## src/rtl/secret_file_loader.sv

```systemverilog
// Buffers host message words and serialises them onto the display link bus, followed by a held play command.
// Optional build macro SECRET_LOADER_CMD_CHECK_EN: reject (zero-store) play-command words and flag err.
module secret_file_loader #(
    parameter int WORD_COUNT  = 20,
    parameter int CLK_DIV     = 2,
    parameter int PLAY_CYCLES = 160
) (
    input  logic       clk,
    input  logic       rst_n,
    input  logic       wr_valid,
    output logic       wr_ready,
    input  logic [6:0] wr_data,
    input  logic       clear,
    input  logic       start,
    output logic       busy,
    output logic       done,
    output logic       err,
    output logic [7:0] link_out
);

    localparam int FW = $clog2(WORD_COUNT + 1);
    localparam int AW = (WORD_COUNT > 1) ? $clog2(WORD_COUNT) : 1;
    localparam int PW = (PLAY_CYCLES > 1) ? $clog2(PLAY_CYCLES) : 1;
    localparam int DW = (CLK_DIV > 1) ? $clog2(CLK_DIV) : 1;
    localparam logic [6:0] PLAY_CMD = 7'h7F;

    typedef enum logic [1:0] {
        IDLE,
        SEND,
        PLAY
    } state_t;

    state_t        state;
    logic [6:0]    mem [WORD_COUNT];
    logic [FW-1:0] fill;
    logic [FW-1:0] fill_nxt;
    logic [FW-1:0] wr_ptr;
    logic [AW-1:0] word_idx;
    logic [AW-1:0] word_nxt;
    logic [PW-1:0] play_cnt;
    logic [DW-1:0] div_cnt;
    logic          lclk;
    logic [6:0]    data;

    logic          clr_now;
    logic          start_now;
    logic          wr_acc;
    logic          cmd_hit;
    logic [6:0]    store_word;
    logic [6:0]    first_word;
    logic [6:0]    next_word;

    assign link_out = {data, lclk};

    always_comb begin
        clr_now   = (state == IDLE) && clear;
        start_now = (state == IDLE) && start;
        wr_acc    = wr_valid && wr_ready;
`ifdef SECRET_LOADER_CMD_CHECK_EN
        cmd_hit    = (wr_data == PLAY_CMD);
        store_word = cmd_hit ? 7'h00 : wr_data;
`else
        cmd_hit    = 1'b0;
        store_word = wr_data;
`endif
        // clear takes effect before a same-cycle write, so the write lands at slot 0
        wr_ptr   = clr_now ? '0 : fill;
        fill_nxt = wr_ptr + FW'(wr_acc);
        // first word bypasses the array so a write in the start cycle is already visible
        if (wr_acc && (wr_ptr == '0))
            first_word = store_word;
        else if (fill_nxt != '0)
            first_word = mem[0];
        else
            first_word = 7'h00;
        word_nxt  = word_idx + AW'(1);
        next_word = (FW'(word_nxt) < fill) ? mem[word_nxt] : 7'h00;
    end

    always_ff @(posedge clk) begin
        if (wr_acc)
            mem[wr_ptr[AW-1:0]] <= store_word;
    end

    always_ff @(posedge clk or negedge rst_n) begin
        if (!rst_n) begin
            state    <= IDLE;
            fill     <= '0;
            word_idx <= '0;
            play_cnt <= '0;
            div_cnt  <= '0;
            lclk     <= 1'b0;
            data     <= '0;
            busy     <= 1'b0;
            done     <= 1'b0;
            err      <= 1'b0;
            wr_ready <= 1'b0;
        end else begin
            done <= 1'b0;
            case (state)
                IDLE: begin
                    fill <= fill_nxt;
                    err  <= (err & ~clr_now) | (wr_acc & cmd_hit);
                    if (start_now) begin
                        state    <= SEND;
                        busy     <= 1'b1;
                        word_idx <= '0;
                        div_cnt  <= '0;
                        lclk     <= 1'b0;
                        data     <= first_word;
                        wr_ready <= 1'b0;
                    end else begin
                        wr_ready <= (fill_nxt < FW'(WORD_COUNT));
                    end
                end
                SEND, PLAY: begin
                    if (div_cnt == DW'(CLK_DIV - 1)) begin
                        div_cnt <= '0;
                        lclk    <= ~lclk;
                        // every period boundary is an lclk fall; data only moves here
                        if (lclk) begin
                            if (state == SEND) begin
                                if (word_idx == AW'(WORD_COUNT - 1)) begin
                                    state    <= PLAY;
                                    play_cnt <= '0;
                                    data     <= PLAY_CMD;
                                end else begin
                                    word_idx <= word_nxt;
                                    data     <= next_word;
                                end
                            end else if (play_cnt == PW'(PLAY_CYCLES - 1)) begin
                                state    <= IDLE;
                                busy     <= 1'b0;
                                done     <= 1'b1;
                                data     <= '0;
                                wr_ready <= (fill < FW'(WORD_COUNT));
                            end else begin
                                play_cnt <= play_cnt + PW'(1);
                            end
                        end
                    end else begin
                        div_cnt <= div_cnt + DW'(1);
                    end
                end
                default: state <= IDLE;
            endcase
        end
    end

endmodule

```

## config.mk

```make
export PLATFORM = sky130hd
export DESIGN_NAME = secret_file_loader
export DESIGN_NICKNAME = d
export VERILOG_FILES = /design/src/rtl/secret_file_loader.sv
export SDC_FILE = /design/constraint.sdc
export NUM_CORES = 1
export LEC_CHECK = 0
export CELL_PAD_IN_SITES_DETAIL_PLACEMENT = 0
export CELL_PAD_IN_SITES_GLOBAL_PLACEMENT = 1
export CORE_MARGIN = 5
export CORE_UTILIZATION = 40
export DETAILED_ROUTE_END_ITERATION = 7
export MAX_ROUTING_LAYER = met4
export PLACE_DENSITY = 0.72
export SKIP_LAST_GASP = 1
export SLEW_MARGIN = 10
export SYNTH_ARGS = -nofsm -noshare
export SYNTH_HDL_FRONTEND = slang
export SYNTH_SLANG_ARGS = --single-unit
```

## constraint.sdc

```tcl
create_clock -name clk -period 2.66 [get_ports clk]
set_input_delay 0.665 -clock clk [delete_from_list [all_inputs] [get_ports clk]]
set_output_delay 0.665 -clock clk [all_outputs]
set_load 0.03 [all_outputs]
```

==> reports/qor.yml <==
hold_path:
  hold_path_class: "flop to flop"
routing:
  wirelength_um: 17400
  drtPass1Iterations: 6
  num_vias: 4653
  ant_nets: 0
  wl_per_cell_um: 20.9
  route.met2.wl_um: 8710
  drc: 0
  drt_iter0_drc: 372
  via_per_inst: 5.60
  met3_length_um: 1100
  highest_layer: "met4"
  wl_met1_um: 7160
yosys:
  synth_edf_count: 140
  synthFlopType: "edfxtp_1"
  yosysTopAreaCellShare_pct: 55.0
  avgSynthCellArea_um2: 15.5
  ys_types: 59
  synth-seq-area-share_pct: 65.8
  async_flop_share_pct: 19.1
  yosys_register_bits: 173
  synth_area_leaders: "edfxtp_1 (55%), dfrtp_1 (11%), mux4_2 (10%)"
  synth_warnings: 0
  synthesis.nets: 519
  syn_area_um2: 7640
  postSynthCellCount: 494
  synth_top_area_cell: "edfxtp_1"
floorplan:
  die-area_um2: 22000
  die_w_um: 148
  num_io_pins: 24
  initial_core_util_pct: 40.7
  core-area_um2: 18800
  chipHeight_um: 148
  row_count: 50
timing:
  clock-skew-final_ns: 0.0101
  drv_slew: 0
  relSlewSlack_pct: 69.2
  hold_viol: 0
  tightestPinTransition_ns: 0.462
  finalSetupTns_ns: 0
  min_period_ns: 2.62
  setup-violations-final: 0
  min_period_over_period_pct: 98.3
  max_freq_mhz: 382
clock_network:
  clock_sinks: 173
  clockBufferDepth: 2
  cts_made_buffers: 17
  clkLatencyLatePin_ns: 0.43
  hold_buffers: 0
  cts_tree: "yes"
  clockRootBuffer: "clkbuf_16"
  htree_levels: 4
  cts.clk_slew.worst_paths_ns: 0.07
layout:
  final_common_cell: "edfxtp_1"
  fin_nets: 609
  drive_gt1_share_pct: 30.2
  n_antenna_cell: 0
  postLayoutCellArea_um2: 9400
  mostFrequentLayoutCells: "edfxtp_1 (140), buf_4 (65), mux4_2 (35), nor2_1 (32), dfrtp_1 (32)"
  syn_to_final_growth_pct: 23.0
  utilization_pct: 50.1
global_routing:
  grt_max_degree: 37
  grt-ovfl-total: 0
  antenna_found_initial: 0
  grt_pass1_vias: 4745
  track_usage_pct: 16.9
  grt_pass1_wl_um: 26800
pwr:
  power.total_uw: 10900
  irDropWorstVdd_v: 0.000676
  power_leakage_uw: 0.00339
  p_per_area_nw_per_um2: 1150
critical_path:
  reg2reg_slack_ns: 0.07
  critPathMaxFanout: 7
  cp_data_required_time_ns: 2.97
  rr_endpoint: "data[4]$_DFFE_PN0P_"
  critPathCapture: "data[1]$_DFFE_PN0P_"
  ff2ff_path_depth: 10
  critPathLaunchType: "input pin"
  crit_path_end_kind: "flop"
  crit_path_start: "clear"
  path_class: "input pin to flop"
  arrival_ns: 2.93
  r2r-start: "word_idx[0]$_DFFE_PN0P_"
run:
  cap_violations: 0
placed_design:
  hpwlAfterDp_um: 11900
  portBuffers: 23
  gp_congestion: 0.874
  place_area_um2: 8570
outcome:
  outcome: "complete, no violations"
==> what timing repair did <==
item                       CTS  global route
pin swaps                    2            17
setup endpoints to repair    7             8
setup buffers                1             2
resized for setup            7            34
==> cells by family after synthesis <==
family | count (synthesis) | synth area share, %
flops | 173 | 65.8
simple gates | 127 | 8.22
compound gates | 84 | 8.06
mux | 53 | 12.7
buf+inv | 41 | 2.64
fa+ha+maj | 13 | 2.13
xor+xnor | 3 | 0.442
==> how the worst min path moves through the flow <==
stage	startpoint	end	cells past startpoint	slack, ns
global route	err$_DFFE_PN0N_	err$_DFFE_PN0N_	1	0.50
global placement	err$_DFFE_PN0N_	err$_DFFE_PN0N_	1	0.48
finish	err$_DFFE_PN0N_	err$_DFFE_PN0N_	1	0.49
floorplan	rst_n	busy$_DFFE_PN0P_	0	0.37
detailed placement	err$_DFFE_PN0N_	err$_DFFE_PN0N_	1	0.47
CTS	err$_DFFE_PN0N_	err$_DFFE_PN0N_	1	0.49
==> registers in the layout, summed over array words and instances, names as in the netlist <==
register / flops
err: 1
wr_ready: 1
mem: 140
word_idx: 5
busy: 1
play_cnt: 8
data: 7
state: 2
div_cnt: 1
fill: 5
lclk: 1
done: 1
==> Yosys cell counts (2+ instances only) <==
| library cell | count |
|---|---|
| nand3_1 | 19 |
| buf_1 | 2 |
| nor3_1 | 16 |
| a21o_1 | 2 |
| nand3b_1 | 3 |
| a22o_1 | 3 |
| dfrtp_1 | 33 |
| and3_1 | 3 |
| buf_2 | 11 |
| nor2_1 | 33 |
| o22a_1 | 7 |
| buf_4 | 2 |
| clkbuf_1 | 3 |
| mux2i_1 | 16 |
| o22ai_1 | 8 |
| and2_1 | 4 |
| o41ai_1 | 3 |
| o211ai_1 | 3 |
| a211oi_2 | 2 |
| buf_6 | 2 |
| a31oi_1 | 7 |
| ha_1 | 13 |
| a21oi_1 | 14 |
| inv_1 | 20 |
| nor2b_1 | 7 |
| nand2_1 | 26 |
| nand2b_1 | 4 |
| xnor2_1 | 2 |
| nor3b_1 | 2 |
| o21ai_1 | 2 |
| o31a_1 | 7 |
| o21ai_0 | 14 |
| edfxtp_1 | 140 |
| nand2_2 | 2 |
| mux4_2 | 35 |
==> stage by stage <==
step / hold WS (ns) / worst slack (ns) / cells
after floorplan: 0.369 / 0.0198 / 494
after global placement: 0.477 / -0.374 / 797
after detailed placement: 0.474 / -0.409 / 797
after CTS: 0.495 / 0.00511 / 830
after global routing: 0.505 / -0.0411 / 831
final: 0.487 / 0.0449 / 831
==> power breakdown <==
group | internal (uW) | switching, uW
registers | 3220 | 279
logic | 2310 | 2620
clock network | 1330 | 1100
total | 6860 | 4000
==> worst max-delay path: stages <==
cell	delay, ns
clkdlybuf4s50_1	0.42
buf_4	0.17
and2_1	0.18
nor2_2	0.17
ha_4	0.19
nand3_2	0.08
mux2i_2	0.22
o211ai_1	0.16
buf_6	0.19
a31oi_2	0.20
o22ai_2	0.10
o22a_1	0.18
==> metal layers <==
metal  GRT usage [%]  up-vias
met5               -        -
met4            4.85        0
met3            4.30       29
met2            26.8      148
met1            21.7     2361
li1                -     2115
==> cell type report <==
cell class              instances  area [um^2]
inverters                      20         75.1
repair buffers                 92          785
flip-flops and latches        173         5030
multi-input cells             280         2630
well taps                     234          293
clock buffers                  18          429
fillers                      1559         9370
clock inverters                14          155
Power figures use the tool's default switching activity.
